### src/rtl/fetch_sprime_pkg.sv
// Shared state typedefs and SRAM region offsets for the milestone-2 fetch/write-back blocks.
package fetch_sprime_pkg;

    typedef enum logic [1:0] {
        S_IDLE  = 2'd0,
        S_ISSUE = 2'd1,
        S_DRAIN = 2'd2
    } fetchS_state_type;

    localparam logic [17:0] Y_OFFSET    = 18'd0;
    localparam logic [17:0] U_OFFSET    = 18'd38400;
    localparam logic [17:0] V_OFFSET    = 18'd57600;
    localparam logic [17:0] BASE_OFFSET = 18'd76800;

    // Coefficients are stored as signed 16-bit words; DPRAM holds them at 32 bits.
    function automatic logic [31:0] sext16(input logic [15:0] d);
        return {{16{d[15]}}, d};
    endfunction

endpackage

### src/rtl/sprime_addr_gen.sv
// Block-relative coefficient index to SRAM word address for the S' region (320 words per row).
module sprime_addr_gen
    import fetch_sprime_pkg::*;
(
    input  logic [5:0]  col_block_i,
    input  logic [4:0]  row_block_i,
    input  logic [5:0]  k_i,
    output logic [17:0] addr_o
);

    logic [17:0] row_s;
    logic [17:0] col_s;

    // Row times 320 is built from two shifts; everything wraps in 18 bits.
    always_comb begin
        row_s  = {10'd0, row_block_i, 3'd0} + {15'd0, k_i[5:3]};
        col_s  = {9'd0, col_block_i, k_i[2:0]};
        addr_o = BASE_OFFSET + (row_s << 8) + (row_s << 6) + col_s;
    end

endmodule

### src/rtl/fetch_sprime.sv
// Streams one 8x8 S' block from SRAM into DPRAM, row-major, then pulses fetch_done.
module fetch_sprime
    import fetch_sprime_pkg::*;
(
    input  logic        clock,
    input  logic        resetn,
    input  logic        fetch_start,
    output logic        fetch_done,
    input  logic [5:0]  col_block,
    input  logic [4:0]  row_block,
    input  logic [15:0] SRAM_read_data,
    output logic [17:0] SRAM_address,
    output logic        SRAM_we_n,
    output logic [6:0]  dp_address,
    output logic [31:0] dp_write_data,
    output logic        dp_wren
);

    fetchS_state_type state_q, state_d;
    logic [5:0]  col_q, col_d;
    logic [4:0]  row_q, row_d;
    logic [5:0]  i_q, i_d;
    logic [5:0]  w_q, w_d;
    logic [17:0] addr_q, addr_d;
    logic        addr_vld_q, addr_vld_d;
    logic [1:0]  vld_q, vld_d;
    logic [6:0]  dp_addr_q, dp_addr_d;
    logic [31:0] dp_data_q, dp_data_d;
    logic        dp_wren_q, dp_wren_d;
    logic        done_q, done_d;

    logic [5:0]  gen_col_s;
    logic [4:0]  gen_row_s;
    logic [5:0]  gen_k_s;
    logic [17:0] gen_addr_s;

    sprime_addr_gen u_addr_gen (
        .col_block_i (gen_col_s),
        .row_block_i (gen_row_s),
        .k_i         (gen_k_s),
        .addr_o      (gen_addr_s)
    );

    // Next-state, address issue and DPRAM write logic.
    always_comb begin
        state_d    = state_q;
        col_d      = col_q;
        row_d      = row_q;
        i_d        = i_q;
        w_d        = w_q;
        addr_d     = addr_q;
        addr_vld_d = 1'b0;
        vld_d      = {vld_q[0], addr_vld_q};
        dp_addr_d  = dp_addr_q;
        dp_data_d  = dp_data_q;
        dp_wren_d  = 1'b0;
        done_d     = 1'b0;
        gen_col_s  = col_q;
        gen_row_s  = row_q;
        gen_k_s    = i_q;

        case (state_q)
            S_IDLE: begin
                // Index 0 is issued on the start edge itself, straight from the block inputs.
                gen_col_s = col_block;
                gen_row_s = row_block;
                gen_k_s   = 6'd0;
                if (fetch_start) begin
                    col_d      = col_block;
                    row_d      = row_block;
                    addr_d     = gen_addr_s;
                    addr_vld_d = 1'b1;
                    i_d        = 6'd1;
                    w_d        = 6'd0;
                    state_d    = S_ISSUE;
                end else begin
                    state_d    = S_IDLE;
                end
            end
            S_ISSUE: begin
                addr_d     = gen_addr_s;
                addr_vld_d = 1'b1;
                i_d        = i_q + 6'd1;
                if (i_q == 6'd63) begin
                    state_d = S_DRAIN;
                end else begin
                    state_d = S_ISSUE;
                end
            end
            S_DRAIN: begin
                if (dp_wren_q && (dp_addr_q == 7'd63)) begin
                    done_d  = 1'b1;
                    state_d = S_IDLE;
                end else begin
                    state_d = S_DRAIN;
                end
            end
            default: begin
                state_d = S_IDLE;
            end
        endcase

        if (vld_q[1]) begin
            dp_wren_d = 1'b1;
            dp_addr_d = {1'b0, w_q};
            dp_data_d = sext16(SRAM_read_data);
            w_d       = w_q + 6'd1;
        end else begin
            dp_wren_d = 1'b0;
        end
    end

    // State and pipeline registers.
    always_ff @(posedge clock or negedge resetn) begin
        if (!resetn) begin
            state_q    <= S_IDLE;
            col_q      <= 6'd0;
            row_q      <= 5'd0;
            i_q        <= 6'd0;
            w_q        <= 6'd0;
            addr_q     <= 18'd0;
            addr_vld_q <= 1'b0;
            vld_q      <= 2'd0;
            dp_addr_q  <= 7'd0;
            dp_data_q  <= 32'd0;
            dp_wren_q  <= 1'b0;
            done_q     <= 1'b0;
        end else begin
            state_q    <= state_d;
            col_q      <= col_d;
            row_q      <= row_d;
            i_q        <= i_d;
            w_q        <= w_d;
            addr_q     <= addr_d;
            addr_vld_q <= addr_vld_d;
            vld_q      <= vld_d;
            dp_addr_q  <= dp_addr_d;
            dp_data_q  <= dp_data_d;
            dp_wren_q  <= dp_wren_d;
            done_q     <= done_d;
        end
    end

    assign SRAM_address  = addr_q;
    assign SRAM_we_n     = 1'b1;
    assign dp_address    = dp_addr_q;
    assign dp_write_data = dp_data_q;
    assign dp_wren       = dp_wren_q;
    assign fetch_done    = done_q;

endmodule
### config.mk
export PLATFORM = sky130hd
export DESIGN_NAME = fetch_sprime
export DESIGN_NICKNAME = d
export VERILOG_FILES = /design/src/rtl/fetch_sprime_pkg.sv /design/src/rtl/sprime_addr_gen.sv /design/src/rtl/fetch_sprime.sv
export SDC_FILE = /design/constraint.sdc
export NUM_CORES = 1
export LEC_CHECK = 0
export BUFFER_PORTS_ARGS = -buffer_cell sky130_fd_sc_hd__buf_2
export CAP_MARGIN = 30
export CORE_AREA = 2 2 63 125
export DETAILED_ROUTE_END_ITERATION = 6
export DIE_AREA = 0 0 65 127
export GPL_ROUTABILITY_DRIVEN = 0
export PLACE_DENSITY_LB_ADDON = 0.08
export SLEW_MARGIN = 20
export SYNTH_ARGS = -nofsm -noshare
export SYNTH_HDL_FRONTEND = slang
export SYNTH_SLANG_ARGS = --single-unit
### constraint.sdc
create_clock -name clock -period 3 [get_ports clock]
set_clock_uncertainty 0.15 [all_clocks]
set_input_delay 0.3 -clock clock [delete_from_list [all_inputs] [get_ports clock]]
set_output_delay 0.3 -clock clock [all_outputs]
set_load 0.01 [all_outputs]
==> qor.csv <==
metric,value,unit
cp_top_family,compound AO/OA/AOI/OAI gates,
setup_viol,0,
clock_tree.root_cell,clkbuf_16,
grt_max_degree,34,
synthAdderAreaFrac,7.36,%
yosys.cell_types.count,38,
grt-ovfl-total,0,
required,3.09,ns
cts_buffers,9,
power_leakage,2.10,nW
synth-seq-cells,70,
layout.nets,445,
path_max_fanout,5,
antenna-diode-count,0,
power.total,5.75,mW
cp_cell_sequence,nor2_4 -> mux2_2 -> ha_1 -> ha_4 -> inv_2 -> fa_2 -> nor2b_4 -> o31a_1 -> o21a_1 -> o21a_1 -> o31ai_2,
cp.depth,11,
area_growth,27.8,%
grt_pass1_wl,11500,um
cpMaxStageDelayCell,dfrtp_1,
drtIter0Drc,104,
port_buffers,87,
final_cell_mix,"buf_2, dfrtp_1, mux2_2",
final_common_cell,buf_2,
routed_wl,7280,um
fin_crit,2.90,ns
yosysSeqAreaShare,51.0,%
cap_violations,0,
core,0.00721,mm^2
period_share,96.8,%
clk_path_buf_depth,2,
endpoint_kind,register,
final.setup.tns,0,ns
synth_top_family_by_area,multiplexers,
synthMuxAreaShare,14.4,%
ant_nets,0,
status,finished clean,
cp_common_cell,o21a_1,
avgSynthCellArea,11.3,um^2
synth-xor-area-share,1.78,%
cpPeakStageDelay,0.43,ns
htreeDepth,3,
max_slew_margin,50.7,%
cp.arrival,2.99,ns
vias_per_cell,5.11,
cts_tree,built,
ys.flop_type,dfrtp_1,
antenna_found_initial,0,
drv_slew,0,
power_density,1310,mW/mm^2
async_flop_share,100,%
finalHoldViolations,0,
synth_area,0.00344,mm^2
route.detailed.drc,0,
criticalPathCategory,register to register,
die_x,65,um
wire_per_inst,14.8,um
worst_pin_slew,0.738,ns
ys_warn_count,0,
grt.total_usage,18.5,%
die_area,0.00826,mm^2
grt_pass1_vias,2485,
crit_buf_inv,1,
dieHeight,127,um
numClockSinks,70,
yosys.area_share.simple,8.08,%
num_rows,44,
syn_nets,352,
vdd_drop_max,1.17,mV
synthCells,303,
ios,90,
synth_compound_area_share,10.2,%
dpl.hpwl,5320,um
clkLatencyLatePin,0.33,ns
dr.pass1.iters,4,
start_util,47.6,%
max_freq,0.344,GHz
cts.reportedPaths.clkPinSlew,0.06,ns
hold_path_depth,2,
rr_worst_depth,11,
vias,2516,
hold_class,primary input to register,
critPathLaunchType,register,
drive_above_1_share,43.5,%
synth_edf_count,0,
Yosys cell counts, drive strengths merged (4+ instances only):
library cell  instances  area [um^2]
dfrtp                70         1750
mux2                 36          405
nand2                32          120
buf                  25          170
o21ai                25          125
ha                   17          213
inv                  15         56.3
nor2                 12         47.6
mux2i                 9         90.1
a21oi                 6         30.0
a22o                  5         43.8
nand3                 5         25.0
nor2b                 4         32.5
xor2                  4         35.0
registers in the layout, summed over array words and instances (netlist names):
signal	cells
w_q	6
vld_q	2
addr_vld_q	1
dp_address	6
SRAM_address	18
dp_wren	1
fetch_done	1
row_q	5
state_q	2
col_q	6
dp_write_data	16
i_q	6
metal layers:
layer	GRT usage, %	vias to the layer above	wire [um]
met3	4.05	14	265
met2	34.1	66	4130
met5	0	-	0
met4	8.64	0	234
met1	19.4	1222	2650
li1	-	1214	-
path summary, 6_finish.rpt:
| path | start | end | slack [ns] |
|---|---|---|---|
| worst max register to register | state_q[0]$_DFF_PN0_ | SRAM_address[13]$_DFFE_PN0P_ | 0.1 |
| worst min-delay path | SRAM_read_data[0] | dp_write_data[0]$_DFFE_PN0P_ | 0.05 |
| worst max-delay path | state_q[0]$_DFF_PN0_ | SRAM_address[13]$_DFFE_PN0P_ | 0.1 |
| min in group asynchronous | resetn | SRAM_address[2]$_DFFE_PN0P_ | 0.39 |
| max in group asynchronous | resetn | col_q[3]$_DFFE_PN0P_ | 1.55 |
| worst min register to register | addr_vld_q$_DFF_PN0_ | vld_q[0]$_DFF_PN0_ | 0.21 |
area by class of cell:
type	instances	area, um^2
tap	92	115
sequential	70	1750
clock inverter	3	67.6
multi-input combinational	191	1540
inverter	15	56.3
fill	631	2820
clock buffer	12	256
timing repair buffer	109	607
where the power goes:
| group | switching (mW) | internal, mW | leakage, nW |
|---|---|---|---|
| Clock | 0.368 | 0.768 | 0.155 |
| Sequential | 0.259 | 1.35 | 0.824 |
| Combinational | 1.52 | 1.48 | 1.12 |
| Total | 2.15 | 3.60 | 2.10 |
kinds of logic after synthesis:
| family | Yosys count |
|---|---|
| muxes | 45 |
| and+or+nand+nor | 62 |
| buffers and inverters | 43 |
| other | 2 |
| DFF | 70 |
| adders and majority gates | 19 |
| AOI/OAI and AO/OA | 55 |
| xor gates and xnor gates | 7 |
per-stage QoR:
step | instance area [um^2] | hold slack [ns] | util (%) | setup WS [ns] | instances
after floorplan | 3440 | -0.146 | - | 0.0374 | 303
after global placement | 3900 | 0.184 | 54.1 | 0.0315 | 466
after detailed placement | 3900 | 0.201 | 54.1 | -0.0185 | 466
after CTS | 4250 | 0.0412 | 59.0 | 0.0101 | 483
after global routing | 4390 | 0.0442 | 60.9 | -0.0380 | 492
final | 4390 | 0.0528 | 60.9 | 0.0969 | 492
timing repair:
item | 4_1_cts | 5_1_grt
endpoints found under the hold margin | 27 | 0
cloned | 1 | 0
buffers inserted | 0 | 9
endpoints found under the setup margin | 2 | 4
pin swaps | 1 | 8
hold buffers | 1 | 0
resized for setup | 2 | 14
Note: power is estimated with default switching activity, not from simulation.
